## config.mk

```make
export PLATFORM = sky130hd
export DESIGN_NAME = serial_adder_flat
export DESIGN_NICKNAME = d
export VERILOG_FILES = /design/src/rtl/arith_pkg.sv /design/src/rtl/serial_adder_if.sv /design/src/rtl/full_adder_cell.sv /design/src/rtl/serial_adder.sv /design/src/flat_wrapper.sv
export SDC_FILE = /design/constraint.sdc
export NUM_CORES = 1
export LEC_CHECK = 0
export BUFFER_PORTS_ARGS = -buffer_cell sky130_fd_sc_hd__buf_2
export CAP_MARGIN = 5
export CORE_ASPECT_RATIO = 0.5
export CORE_UTILIZATION = 45
export CTS_BUF_LIST = sky130_fd_sc_hd__clkbuf_16
export DETAILED_ROUTE_END_ITERATION = 8
export GPL_TIMING_DRIVEN = 0
export PLACE_DENSITY_LB_ADDON = 0.1
export REMOVE_ABC_BUFFERS = 1
export SLEW_MARGIN = 10
export SYNTH_ARGS = -nofsm -noshare
export SYNTH_HDL_FRONTEND = slang
export SYNTH_SLANG_ARGS = --single-unit
```

## constraint.sdc

```tcl
create_clock -name clk -period 2 [get_ports clk]
set_clock_uncertainty 0.15 [all_clocks]
set_input_delay 0.3 -clock clk [delete_from_list [all_inputs] [get_ports clk]]
set_output_delay 0.3 -clock clk [all_outputs]
set_load 0.05 [all_outputs]
```

## src/rtl/arith_pkg.sv

```systemverilog
// Shared arithmetic definitions for the serial datapath blocks.
package arith_pkg;

  // Default operand width for serial arithmetic engines.
  localparam int SERIAL_WIDTH = 8;

  // Sequencer states for the bit-serial engines.
  typedef enum logic [1:0] {
    IDLE = 2'b00,
    RUN  = 2'b01,
    DONE = 2'b10
  } state_t;

endpackage

```

## src/rtl/serial_adder_if.sv

```systemverilog
// Request/result bundle for the bit-serial adder.
interface serial_adder_if #(
  parameter int WIDTH = arith_pkg::SERIAL_WIDTH
);

  logic             start;
  logic [WIDTH-1:0] a;
  logic [WIDTH-1:0] b;
  logic             cin;
  logic             busy;
  logic             done;
  logic [WIDTH-1:0] sum;
  logic             cout;

  // Requester side: issues operands, observes status and result.
  modport master (
    output start, a, b, cin,
    input  busy, done, sum, cout
  );

  // Engine side: accepts operands, drives status and result.
  modport slave (
    input  start, a, b, cin,
    output busy, done, sum, cout
  );

endinterface

```

## src/rtl/full_adder_cell.sv

```systemverilog
// One-bit full adder; the additive mirror of the full-subtractor cell.
module full_adder_cell (
  input  logic x,
  input  logic y,
  input  logic ci,
  output logic s,
  output logic co
);

  // Sum is the three-way parity; carry is generate or propagate-with-carry.
  assign s  = x ^ y ^ ci;
  assign co = (x & y) | (ci & (x ^ y));

endmodule

```

## src/rtl/serial_adder.sv

```systemverilog
// Bit-serial LSB-first adder: one full-adder cell plus a carry flop,
// one sum bit per clock, result published with a one-cycle done pulse.
module serial_adder
  import arith_pkg::*;
#(
  parameter int WIDTH = SERIAL_WIDTH
) (
  input  logic           clk,
  input  logic           rst,
  serial_adder_if.slave  bus
);

  localparam int              CNT_W    = $clog2(WIDTH);
  localparam logic [CNT_W-1:0] CNT_LAST = CNT_W'(WIDTH - 1);

  state_t           state;
  logic [WIDTH-1:0] sh_a;
  logic [WIDTH-1:0] sh_b;
  logic [WIDTH-1:0] sh_s;
  logic [WIDTH-1:0] sum_q;
  logic             carry;
  logic             cout_q;
  logic             done_q;
  logic [CNT_W-1:0] cnt;

  logic             bit_s;
  logic             bit_co;
  logic [WIDTH-1:0] sh_s_next;

  // The single arithmetic cell, fed by the operand LSBs and the carry flop.
  full_adder_cell u_fa (
    .x  (sh_a[0]),
    .y  (sh_b[0]),
    .ci (carry),
    .s  (bit_s),
    .co (bit_co)
  );

  // Sum shift register after this cycle's bit enters at the MSB; on the
  // last bit this is the complete result, so it is latched directly.
  assign sh_s_next = {bit_s, sh_s[WIDTH-1:1]};

  // Sequencer, operand/sum shifters, carry flop and registered outputs.
  always_ff @(posedge clk) begin
    // NOTE: every register here uses <= so all of them sample the values
    // from before this edge; mixing in = would make order inside the block
    // change behaviour and diverge between simulation and hardware.
    if (rst) begin
      state  <= IDLE;
      sh_a   <= '0;
      sh_b   <= '0;
      sh_s   <= '0;
      sum_q  <= '0;
      carry  <= 1'b0;
      cout_q <= 1'b0;
      done_q <= 1'b0;
      cnt    <= '0;
    end else begin
      done_q <= 1'b0;
      case (state)
        IDLE: begin
          if (bus.start) begin
            sh_a  <= bus.a;
            sh_b  <= bus.b;
            carry <= bus.cin;
            cnt   <= '0;
            state <= RUN;
          end
        end
        RUN: begin
          carry <= bit_co;
          sh_s  <= sh_s_next;
          sh_a  <= {1'b0, sh_a[WIDTH-1:1]};
          sh_b  <= {1'b0, sh_b[WIDTH-1:1]};
          cnt   <= cnt + 1'b1;
          if (cnt == CNT_LAST) begin
            sum_q  <= sh_s_next;
            cout_q <= bit_co;
            done_q <= 1'b1;
            state  <= DONE;
          end
        end
        DONE: begin
          state <= IDLE;
        end
        default: begin
          state <= IDLE;
        end
      endcase
    end
  end

  // Status decoded from registered state; result straight from its flops.
  assign bus.busy = (state != IDLE);
  assign bus.done = done_q;
  assign bus.sum  = sum_q;
  assign bus.cout = cout_q;

endmodule

```

## src/flat_wrapper.sv

```systemverilog
// flat-port wrapper written by rule: the top's interface ports become plain ports
module serial_adder_flat import arith_pkg::*;
#(
  parameter int WIDTH = SERIAL_WIDTH
)
  (clk, rst, bus_start, bus_a, bus_b, bus_cin, bus_busy, bus_done, bus_sum, bus_cout);
  serial_adder_if #(.WIDTH(WIDTH)) bus_i ();
  input  logic clk;
  input  logic rst;
  input wire logic [$bits(bus_i.start)-1:0] bus_start;
  input wire logic [$bits(bus_i.a)-1:0] bus_a;
  input wire logic [$bits(bus_i.b)-1:0] bus_b;
  input wire logic [$bits(bus_i.cin)-1:0] bus_cin;
  output wire logic [$bits(bus_i.busy)-1:0] bus_busy;
  output wire logic [$bits(bus_i.done)-1:0] bus_done;
  output wire logic [$bits(bus_i.sum)-1:0] bus_sum;
  output wire logic [$bits(bus_i.cout)-1:0] bus_cout;
  assign bus_i.start = bus_start;
  assign bus_i.a = bus_a;
  assign bus_i.b = bus_b;
  assign bus_i.cin = bus_cin;
  assign bus_busy = bus_i.busy;
  assign bus_done = bus_i.done;
  assign bus_sum = bus_i.sum;
  assign bus_cout = bus_i.cout;
  serial_adder #(.WIDTH(WIDTH)) u_core (.clk(clk), .rst(rst), .bus(bus_i));
endmodule
```

### After elaboration in Yosys (flattened, before gate mapping)

Cells that the tools add are included.

* output and inout port bits: 11
* bits of input ports: 20
* word-level logic and storage cells: 39
* register bits after elaboration: 40

* equal/unequal tests: 4
* reductions and logical operators: 7
* mux-type cells: 12
* $add $sub $neg: 1
* bitwise logic cells: 6

Operators with widths (number)
* $pmux W8 S2: 2
* $mux W8: 2
* $pmux W3 S2: 1
* $reduce_and A2 Y1: 3
* $mux W2: 2
* $pmux W2 S2: 1
* $reduce_bool A2 Y1: 2
* $add A3 B1 Y3 const B: 1
* $eq A3 B3 Y1 const B: 1
* $mux W3: 1
* $and A1 B1 Y1: 2
* $eq A2 B1 Y1 const B: 1
* $logic_not A2 Y1: 1
* $mux W1: 2
* $ne A2 B1 Y1 const B: 1
* $ne A2 B2 Y1 const B: 1
* $pmux W1 S2: 1
* $reduce_or A2 Y1: 1
* $xor A1 B1 Y1: 2
* $not A1 Y1: 1
* $or A1 B1 Y1: 1

### Depth between registers and ports, before layout

Gate-level depths: netlist of the first run.

* depth after elaboration: 4
* mapped depth: 6

### Hierarchy

A second synthesis of the first run with hierarchy kept.

* cells, all modules: 172
* area, all modules: 1587.8 um2

By module, submodules not included
* serial_adder: instances 1, area each 1567.8 um2, cells an instance 171
* full_adder_cell: instances 1, area each 20.0 um2, cells an instance 1

### Least setup slack after synthesis of the first run

Ideal clock, no wire load.

* path kind: flip-flop to flip-flop
* start point: register u_core.state[0]
* end point: register u_core.sh_a[4]
* cell stages (with the launch flop): 6
* data arrival time: 1182 ps
* slack: 565 ps
* buffers on the path: 1
* path through: dfxtp_1 > buf_6 > nor2_4 > inv_2 > nor3b_1 > a2111oi_2

* cells in the longest elaborated chain, start to end: 3

Ends and longest elaborated chain
* from (decl): RTL line serial_adder.sv:16 `state_t state;`
* from (signal assigned): RTL line serial_adder.sv:49 `state <= IDLE;`
* from (signal assigned): RTL line serial_adder.sv:67 `state <= RUN;`
* from (signal assigned): RTL line serial_adder.sv:80 `state <= DONE;`
* $eq A2 B1 Y1 / $logic_not A2 Y1 (equally long branches): RTL line serial_adder.sv:60 `case (state)`
* $reduce_bool A2 Y1 (no line) / $ne A2 B2 Y1 (equally long branches)
* $reduce_and A2 Y1 (no line)
* to (signal assigned): RTL line serial_adder.sv:63 `sh_a <= bus.a;`
* to (signal assigned): RTL line serial_adder.sv:73 `sh_a <= {1'b0, sh_a[WIDTH-1:1]};`
* to (decl): RTL line serial_adder.sv:17 `logic [WIDTH-1:0] sh_a;`

Several ways; a longest one is shown, not always the timed one.
A chain may end at the register's enable or synchronous reset.

### Worst setup path in the final report of the first run

* start point: register u_core.state[0]
* end point: output bus_busy

* cells in the longest elaborated chain, start to end: 1

Ends and longest elaborated chain
* $reduce_bool A2 Y1: RTL line serial_adder.sv:94 `assign bus.busy = (state != IDLE);`
* to (decl): RTL line flat_wrapper.sv:14 `output wire logic [$bits(bus_i.busy)-1:0] bus_busy;`

No other way between the ends.

==> reports/results.md, run 1 <==
Status
* result of the run: completed

Timing
* Max Slew Vio Count: 0
* relative slew slack: 51.9%
* min Tclk post-route: 1.74 ns
* number of setup violations in the final report: 0
* Final Cycle Share: 86.8%
* final-layout worst hold slack: 0.148 ns
* worst-case setup margin in the final layout: 0.264 ns
* final hold vios: 0
* measured slew at the worst slew-check pin: 0.722 ns
* peak clock frequency supported by timing: 0.576 GHz
* RSZ-0062 raised after global routing: no

Detailed routing
* first-pass detailed-route iteration total: 4
* number of violations reported at the end of detailed-routing iteration 0: 37
* routed wirelength normalized by instance count: 12.2 microns
* via count: 1293
* mean number of vias per cell: 5.05
* post-detailed-route count of antenna-violating nets: 0
* final wirelength: 3.13 mm
* residual DRC count: 0

Power and ir drop
* Power Density: 905 nW/um^2
* Worst IR Drop VDD: 0.396 mV
* static leakage: 0.767 nW

Global routing
* Congestion Overflow GR: 0
* global-route wire length before repair: 5.18 mm
* initial antenna violation count: 0
* overall fraction of global-route tracks in use: 18.2%
* number of global-route vias before repair: 1127
* largest net degree at the start of global routing: 40

Critical path
* Worst path slowest cell: sky130_fd_sc_hd__dfxtp_4
* worst endpoint data arrival time: 1.29 ns
* critical path fanouts, max: 21
* type of origin of the critical path: register
* number of cells traversed by the worst register-to-register path: 3
* cells along the critical path: nor2_4 -> inv_2 -> buf_2
* worst setup slack for register-to-register paths: 0.40 ns
* kind of capture point of the worst setup path: primary output
* reg2reg start: u_core.state[0]
* data required time at the worst endpoint: 1.55 ns
* timing startpoint of the critical path: u_core.state[0]
* type of the setup path with the least slack: reg -> out
* Critical Path Max Stage Delay: 0.52 ns

Logic synthesis
* number of storage elements in the synthesis netlist: 39
* warnings from Yosys: 0
* number of instances in the synthesized netlist: 181
* area of the mapped netlist: 1670 sq um
* count of different cell masters after synthesis: 31
* Post-Syn Area per Cell: 9.20 sq um
* sequential cell area fraction in the yosys report: 46.9%

Finish
* filler cell count in the final layout: 354
* area used by multi-input combinational logic: 793 sq um
* most frequent cells in the layout: sky130_fd_sc_hd__dfxtp_1 (37), sky130_fd_sc_hd__nand2_1 (33), sky130_fd_sc_hd__buf_2 (30), sky130_fd_sc_hd__nor2_1 (21), sky130_fd_sc_hd__a21oi_1 (17)
* Area Growth Syn to Fin: 16.8%
* most common library cell in the layout ignoring fill and taps: sky130_fd_sc_hd__dfxtp_1
* sequential cell area: 786 sq um
* fin area: 1950 sq um
* fraction of layout instances using a drive strength above 1: 24.9%
* ant diodes: 0
* Post-layout nets: 227

Clock tree
* number of buffers between clock root and the deepest sink: 2
* CTS tree: done
* CTS H-tree depth: 2
* Clk pin slew, worst setup/hold paths: 0.06 ns
* clock latency on the worst-skew pair: 0.28 ns
* total number of clock tree sinks: 39
* number of clock buffers inserted by TritonCTS: 5
* post-cts hold buffer count: 0
* Root Buffer Master: sky130_fd_sc_hd__clkbuf_16

Placement
* DP HPWL: 2.04 mm
* count of buffers from port buffering: 30
* post-placement worst setup slack: -0.319 ns
* routability congestion estimate from global placement: 0.701
* cell area after placement: 1800 sq um

Die
* Initial Utilization: 47.7%
* boundary pin count: 31
* standard-cell row count: 15
* vertical die dimension: 45.0 microns
* die boundary width: 88.0 microns
* area inside the core boundary: 3490 sq um
* Die Footprint: 3960 sq um

Worst hold path
* startpoint of the lowest-slack hold path: bus_a[7]
* worst hold-check path type: in -> reg
* worst hold path cell count: 3

Flow run
* number of maximum-capacitance constraint violations: 0

-- cells by family after synthesis --
kind of cell               Yosys count  synth area share [%]
muxes                                6                  3.61
adders and majority gates            3                  2.70
AOI/OAI and AO/OA                   47                  22.1
and+or+nand+nor                     70                  19.2
buffers and inverters               16                  5.48
DFF                                 39                  46.9
-- critical path, delay by kind of cell, from the launching register on --
kind,cells,cell delay [ns]
simple gates,1,0.12
flops,1,0.52
buf+inv,2,0.36
-- stage by stage --
step	util, %	total power, W	cells	TNS (ns)
after floorplan	-	0.000957	167	0
after global placement	51.4	0.00101	248	-3.62
after detailed placement	51.4	0.00102	248	-4.17
after CTS	55.6	0.00178	256	0
after global routing	55.7	0.00184	256	0
final	55.7	0.00176	256	0
-- cell type report --
cell class	instances	area share (%)
Sequential cell	39	40.4
Multi-Input combinational cell	126	40.8
Clock buffer	5	6.43
Inverter	2	0.386
Tap cell	51	3.28
Clock inverter	3	1.03
Timing Repair Buffer	30	7.72
-- synth_stat cells, drive strengths merged --
library cell | n | area [sq um]
o21ba | 1 | 10.0
nor3b | 3 | 22.5
and2b | 1 | 7.51
dfxtp | 39 | 781
nand2b | 1 | 6.26
a2111oi | 1 | 15.0
a32oi | 2 | 17.5
clkbuf | 6 | 23.8
a21oi | 17 | 85.1
and3b | 1 | 8.76
nor2 | 22 | 90.1
fa | 1 | 20.0
nor3 | 1 | 10.0
mux2i | 6 | 60.1
nand2 | 33 | 124
a221oi | 7 | 61.3
a211oi | 7 | 77.6
nand3b | 1 | 7.51
ha | 2 | 25.0
buf | 8 | 60.1
a22oi | 2 | 15.0
o21bai | 10 | 86.3
inv | 2 | 7.50
nor2b | 7 | 43.8
-- power by group --
group          switching (W)  internal [W]
logic              0.0000875     0.0000697
clock network       0.000301      0.000458
registers          0.0000300      0.000813
total               0.000419       0.00134
-- path summary, 6_finish.rpt --
kind / endpoint
worst max-delay path: bus_busy
worst min-delay path: u_core.sh_a[7]
worst max register to register: u_core.sh_a[1]
worst min register to register: u_core.bus.sum[4]
-- what timing repair did --
action                     4_1_cts  5_1_grt
setup endpoints to repair       24       15
setup buffers                    0        0
resized for setup                1        3
-- state kept, by name, indices dropped and copies added (netlist names) --
name and count:
u_core.bus.cout 1, u_core.bus.done 1, u_core.bus.sum 8, u_core.carry 1, u_core.cnt 3, u_core.sh_a 8
u_core.sh_b 8, u_core.sh_s 7, u_core.state 2
-- metal layers --
layer | routed length, microns | up-vias | GRT usage, %
li1 | - | 669 | -
met1 | 1590 | 599 | 22.5
met2 | 1420 | 23 | 29.0
met3 | 97 | 2 | 6.03
met4 | 23 | 0 | 9.68
met5 | 0 | - | 0
Power figures use the tool's default switching activity.
==> run 2: changes to the inputs <==
- GPL_TIMING_DRIVEN: 0 -> unset
==> reports/results.md, run 2 (synthesis gave the netlist of run 1 again) <==
Finish
* filler cell count in the final layout: 347, -2.0%
* fin area: 2030 sq um, +4.3%
* utilization after layout: 58.1%, +2.4 points
* ant diodes: 0, unchanged
* fraction of layout instances using a drive strength above 1: 25.1%, +0.24 points
* Area Growth Syn to Fin: 21.9%
* most common library cell in the layout ignoring fill and taps: sky130_fd_sc_hd__dfxtp_1
* most frequent cells in the layout: sky130_fd_sc_hd__dfxtp_1 (39), sky130_fd_sc_hd__nand2_1 (33), sky130_fd_sc_hd__buf_2 (30), sky130_fd_sc_hd__nor2_1 (21), sky130_fd_sc_hd__a21oi_1 (17)
* Post-layout nets: 233, +2.6%

Clock tree
* number of gates resized after CTS: 0, -1
* CTS H-tree depth: 2, unchanged
* clock latency on the worst-skew pair: 0.28 ns, about the same
* Clk pin slew, worst setup/hold paths: 0.06 ns, about the same
* number of clock buffers inserted by TritonCTS: 5, unchanged
* post-cts hold buffer count: 0, unchanged
* total number of clock tree sinks: 39, unchanged
* # Post-CTS Setup Buffers: 0, unchanged
* CTS tree: done
* number of buffers between clock root and the deepest sink: 2, unchanged
* Root Buffer Master: sky130_fd_sc_hd__clkbuf_16

Status
* result of the run: completed

Placement
* count of buffers from port buffering: 30, unchanged
* routability congestion estimate from global placement: 0.702, +0.14%
* cell area after placement: 1840 sq um, +2.5%
* DP HPWL: 2.11 mm, +3.7%

Critical path
* data required time at the worst endpoint: 1.55 ns, about the same
* type of the setup path with the least slack: reg -> out
* critical path fanouts, max: 20, -4.8%
* worst endpoint data arrival time: 1.40 ns, +0.11 ns
* type of origin of the critical path: register
* kind of capture point of the worst setup path: primary output

Global routing
* number of global-route vias before repair: 1208, +7.2%
* overall fraction of global-route tracks in use: 18.7%, +0.50 points
* initial antenna violation count: 0, unchanged
* largest net degree at the start of global routing: 28, -30%
* Congestion Overflow GR: 0, unchanged
* global-route wire length before repair: 5.52 mm, +6.5%

Power and ir drop
* Power Density: 1000 nW/um^2, +11%
* share of power burned in the clock network: 50.2%, +7.0 points
* Worst IR Drop VDD: 0.401 mV, +1.2%
* Combinational Power Share: 8.7%, -0.2 points
* switching pwr: 0.000430 W, +2.7%
* net switching share of the total power: 21.2%, -2.6 points
* design internal power: 0.00160 W, +19%
* Flop pwr share: 41.1%, -6.8 points
* static leakage: 0.827 nW, +7.8%

Worst hold path
* worst hold-check path type: in -> reg

Timing
* measured slew at the worst slew-check pin: 0.774 ns, +0.0517 ns
* Final Cycle Share: 92.5%, +5.7 points
* RSZ-0062 raised after global routing: no
* relative slew slack: 48.4%, -3.4 points
* total negative slack: 0 ns, unchanged
* peak clock frequency supported by timing: 0.541 GHz, -6.1%
* min Tclk post-route: 1.85 ns, +0.113 ns
* Max Slew Vio Count: 0, unchanged
* final hold vios: 0, unchanged
* number of setup violations in the final report: 0, unchanged

Die
* vertical die dimension: 45.0 microns, unchanged
* Initial Utilization: 47.7%, unchanged
* area inside the core boundary: 3490 sq um, unchanged
* boundary pin count: 31, unchanged
* Die Footprint: 3960 sq um, unchanged
* standard-cell row count: 15, unchanged
* die boundary width: 88.0 microns, unchanged

Flow run
* number of maximum-capacitance constraint violations: 0, unchanged

Detailed routing
* via count: 1302, +0.70%
* post-detailed-route count of antenna-violating nets: 0, unchanged
* final wirelength: 3.33 mm, +6.5%
* routed wirelength normalized by instance count: 12.7 microns, +4.1%
* residual DRC count: 0, unchanged
* mean number of vias per cell: 4.97, -1.6%
* first-pass detailed-route iteration total: 4, unchanged
* number of violations reported at the end of detailed-routing iteration 0: 29, -22%

==> run 2: cell types whose count changed in the layout (fill, tap and decap cells not counted) <==
cell | before | now
sky130_fd_sc_hd__inv_1 | 1 | 2
sky130_fd_sc_hd__clkinv_2 | 1 | 0
sky130_fd_sc_hd__buf_4 | 0 | 6
sky130_fd_sc_hd__o21ba_1 | 0 | 1
sky130_fd_sc_hd__bufinv_16 | 0 | 2
sky130_fd_sc_hd__o21ba_2 | 1 | 0
sky130_fd_sc_hd__dfxtp_1 | 37 | 39
sky130_fd_sc_hd__clkinvlp_4 | 2 | 0
sky130_fd_sc_hd__dfxtp_4 | 1 | 0
sky130_fd_sc_hd__dfxtp_2 | 1 | 0
==> run 2: power by group through the flow <==
stage / clock [W] / sequential (W) / combinational [W]
final: 0.00102 / 0.000834 / 0.000178
after global routing: 0.00107 / 0.000837 / 0.000195
after CTS: 0.00104 / 0.000834 / 0.000179
after detailed placement: 0 / 0.000850 / 0.000177
after global placement: 0 / 0.000850 / 0.000174
after floorplan: 0 / 0.000853 / 0.000104
==> run 2: layout make-up <==
cell class	instances	area (sq um)	share of cell area, %
multi-input cells	126	793	39.1
flip-flops and latches	39	781	38.5
repair buffers	36	195	9.62
clock buffers	5	125	6.17
clock inverters	3	63.8	3.14
well taps	51	63.8	3.14
inverters	2	7.51	0.370
==> run 2: path summary, 6_finish.rpt <==
| kind | startpoint | endpoint | slack [ns] | cells past startpoint |
|---|---|---|---|---|
| max reg2reg | u_core.state[1] | u_core.sh_b[3] | 0.18 | 3 |
| min | bus_a[7] | u_core.sh_a[7] | 0.14 | 3 |
| max | u_core.state[0] | bus_busy | 0.15 | 4 |
| min reg2reg | u_core.bus.sum[3] | u_core.bus.sum[3] | 0.30 | 2 |
==> run 2: stage by stage <==
step	cells	hold WS, ns	setup WS [ns]	total power [W]
CTS	262	0.140	0.140	0.00205
floorplan	167	0.215	0.114	0.000957
global placement	254	0.288	0.336	0.00102
detailed placement	254	0.292	0.275	0.00103
finish	262	0.139	0.150	0.00203
global route	262	0.168	0.0560	0.00210
==> run 2: critical path, stage by stage, from the launching register on <==
cell                      delay [ns]
sky130_fd_sc_hd__dfxtp_1        0.32
sky130_fd_sc_hd__buf_4          0.22
sky130_fd_sc_hd__nor2_4         0.26
sky130_fd_sc_hd__inv_2          0.09
sky130_fd_sc_hd__buf_2          0.22
==> run 2: metal layers <==
| metal | GRT usage [%] | share of wire (%) | vias up |
|---|---|---|---|
| li1 | - | - | 683 |
| met1 | 24.3 | 52 | 593 |
| met2 | 30.2 | 43 | 21 |
| met3 | 6.22 | 3.9 | 5 |
| met4 | 5.81 | 0.75 | 0 |
| met5 | 0 | 0 | - |
==> run 3: changes to the inputs <==
- SYNTH_HIERARCHICAL: unset -> 1
==> reports/results.md, run 3 <==
Critical path
* Critical Path Max Stage Delay: 0.86 ns, +0.54 ns
* type of the setup path with the least slack: reg -> reg
* timing startpoint of the critical path: u_core/state[1]
* Worst path slowest cell: sky130_fd_sc_hd__nor2_1
* endpoint of the lowest-slack register-to-register path: u_core/sh_b[1]
* cells along the critical path: nor2_1 -> o221a_2
* critical path fanouts, max: 15, -25%
* data required time at the worst endpoint: 2.08 ns, +0.53 ns
* worst setup slack for register-to-register paths: 0.22 ns, +0.04 ns
* worst endpoint data arrival time: 1.86 ns, +0.46 ns
* type of origin of the critical path: register
* reg2reg start: u_core/state[1]
* kind of capture point of the worst setup path: register
* number of cells traversed by the worst register-to-register path: 2, -1

Logic synthesis
* cell type with the largest total area after synthesis: sky130_fd_sc_hd__dfxtp_1
* Async S/R FF share, synth: 0%, unchanged
* sequential cell area fraction in the yosys report: 49.2%, +2.3 points
* area of the mapped netlist: 1590 sq um, -4.7%
* number of instances in the synthesized netlist: 172, -5.0%
* number of storage elements in the synthesis netlist: 39, unchanged
* list of most frequent post-synthesis cells: sky130_fd_sc_hd__dfxtp_1 (39), sky130_fd_sc_hd__a21oi_1 (28), sky130_fd_sc_hd__nand2_1 (23)
* count of different cell masters after synthesis: 22, -29%
* top post-synthesis cells by area: sky130_fd_sc_hd__dfxtp_1 (49%), sky130_fd_sc_hd__o221a_2 (11%), sky130_fd_sc_hd__a21oi_1 (8.8%), sky130_fd_sc_hd__nand2_1 (5.4%), sky130_fd_sc_hd__inv_1 (4.0%)
* warnings from Yosys: 6, +6
* most used flip-flop cell after synthesis: sky130_fd_sc_hd__dfxtp_1
* Post-Syn Area per Cell: 9.23 sq um, +0.33%
* area share of the largest cell type after synthesis: 49.2%, +2.3 points
* library cell with the highest instance count after synthesis: sky130_fd_sc_hd__dfxtp_1
* number of enable-type register cells in the synthesized netlist: 0, unchanged

Detailed routing
* final wirelength: 2.93 mm, -12%
* post-detailed-route count of antenna-violating nets: 0, unchanged
* mean number of vias per cell: 4.99, +0.45%
* routed wirelength normalized by instance count: 11.7 microns, -7.7%
* residual DRC count: 0, unchanged
* via count: 1248, -4.1%
* first-pass detailed-route iteration total: 4, unchanged
* number of violations reported at the end of detailed-routing iteration 0: 53, +83%

Timing
* worst-case setup margin in the final layout: 0.219 ns, +0.0689 ns
* Max Slew Vio Count: 0, unchanged
* peak clock frequency supported by timing: 0.562 GHz, +3.9%
* total negative slack: 0 ns, unchanged
* measured slew at the worst slew-check pin: 1.09 ns, +0.315 ns
* RSZ-0062 raised after global routing: no
* Final Cycle Share: 89.0%, -3.4 points
* relative slew slack: 27.1%, -21 points
* number of setup violations in the final report: 0, unchanged
* final hold vios: 0, unchanged
* min Tclk post-route: 1.78 ns, -0.0689 ns

Finish
* Post-layout nets: 224, -3.9%
* filler cell count in the final layout: 291, -16%
* Area Growth Syn to Fin: 22.3%
* ant diodes: 0, unchanged
* most common library cell in the layout ignoring fill and taps: sky130_fd_sc_hd__dfxtp_1
* most frequent cells in the layout: sky130_fd_sc_hd__dfxtp_1 (39), sky130_fd_sc_hd__buf_2 (30), sky130_fd_sc_hd__a21oi_1 (28), sky130_fd_sc_hd__nand2_1 (23), sky130_fd_sc_hd__inv_1 (18)
* fraction of layout instances using a drive strength above 1: 29.7%, +4.6 points

Global routing
* number of global-route vias before repair: 1126, -6.8%
* initial antenna violation count: 0, unchanged
* global-route wire length before repair: 4.93 mm, -11%
* overall fraction of global-route tracks in use: 17.8%, -0.88 points
* Congestion Overflow GR: 0, unchanged
* largest net degree at the start of global routing: 27, -3.6%

Placement
* count of buffers from port buffering: 30, unchanged
* routability congestion estimate from global placement: 0.755, +7.6%
* post-placement worst setup slack: 0.210 ns, -0.0650 ns
* DP HPWL: 1.92 mm, -9.0%

Die
* area inside the core boundary: 3170 sq um, -9.2%
* Die Footprint: 3780 sq um, -4.5%
* vertical die dimension: 44 microns, -2.3%
* boundary pin count: 31, unchanged
* Initial Utilization: 50.1%, +2.4 points
* die boundary width: 86.0 microns, -2.3%
* standard-cell row count: 14, -1

Power and ir drop
* Power Density: 1040 nW/um^2, +3.5%
* sum of internal, switching and leakage power: 0.00201 W, -0.97%
* Worst IR Drop VDD: 0.470 mV, +17%
* static leakage: 0.824 nW, -0.39%

Worst hold path
* worst hold-check path type: in -> reg
* startpoint of the lowest-slack hold path: bus_a[7]
* worst hold path cell count: 3, unchanged
* end point of the worst hold path: u_core/sh_a[7]

Clock tree
* Clk pin slew, worst setup/hold paths: 0.06 ns, about the same
* number of gates resized after CTS: 0, unchanged
* CTS H-tree depth: 2, unchanged
* # Post-CTS Setup Buffers: 0, unchanged
* CTS tree: done
* post-cts hold buffer count: 0, unchanged
* total number of clock tree sinks: 39, unchanged
* Root Buffer Master: sky130_fd_sc_hd__clkbuf_16
* clock latency on the worst-skew pair: 0.28 ns, about the same
* number of buffers between clock root and the deepest sink: 2, unchanged
* number of clock buffers inserted by TritonCTS: 5, unchanged

Status
* result of the run: completed

Flow run
* number of maximum-capacitance constraint violations: 0, unchanged

-- run 3: layout make-up --
class | instances | area, sq um | area share, %
well taps | 48 | 60.1 | 3.09
clock buffers | 5 | 125 | 6.44
clock inverters | 3 | 63.8 | 3.29
multi-input cells | 103 | 648 | 33.4
flip-flops and latches | 39 | 781 | 40.2
repair buffers | 35 | 200 | 10.3
inverters | 17 | 63.8 | 3.29
-- run 3: where the power goes --
group | internal [W] | switching (W)
Combinational | 0.0000766 | 0.0000872
Sequential | 0.000813 | 0.0000211
Clock | 0.000710 | 0.000302
Total | 0.00160 | 0.000410
-- run 3: routing by layer --
metal / wire [microns] / GRT usage, % / up-vias
met5: 0 / 0 / -
met4: 54 / 9.00 / 0
met3: 138 / 6.48 / 8
met2: 1210 / 28.1 / 26
met1: 1540 / 22.0 / 566
li1: - / - / 648
-- run 3: critical path: cells and delay by family (launching register included) --
| family | cells | cell delay (ns) |
|---|---|---|
| AND/OR/NAND/NOR | 1 | 0.86 |
| flip-flops | 1 | 0.38 |
| AO/OA/AOI/OAI | 1 | 0.33 |
-- run 3: cells by family after synthesis --
| kind of cell | share of synthesized area, % |
|---|---|
| DFF | 49.2 |
| buffers and inverters | 10.0 |
| muxes | 1.89 |
| AOI/OAI and AO/OA | 22.9 |
| adders and majority gates | 2.84 |
| and+or+nand+nor | 13.2 |
-- run 3: per-stage QoR --
step	instance area, sq um	utilization [%]	hold slack (ns)	std cells
after global placement	1750	55.3	0.292	242
after detailed placement	1750	55.3	0.294	242
final	1940	61.2	0.116	250
after CTS	1940	61.2	0.112	250
after floorplan	1490	-	0.219	159
after global routing	1940	61.2	0.129	250
-- run 3: worst max-delay path by stage --
stage,end,cells past startpoint
floorplan,u_core/bus.cout,5
global placement,u_core/sh_a[3],4
detailed placement,u_core/sh_b[1],4
CTS,u_core/sh_b[1],2
global route,u_core/sh_a[6],2
finish,u_core/sh_b[1],2
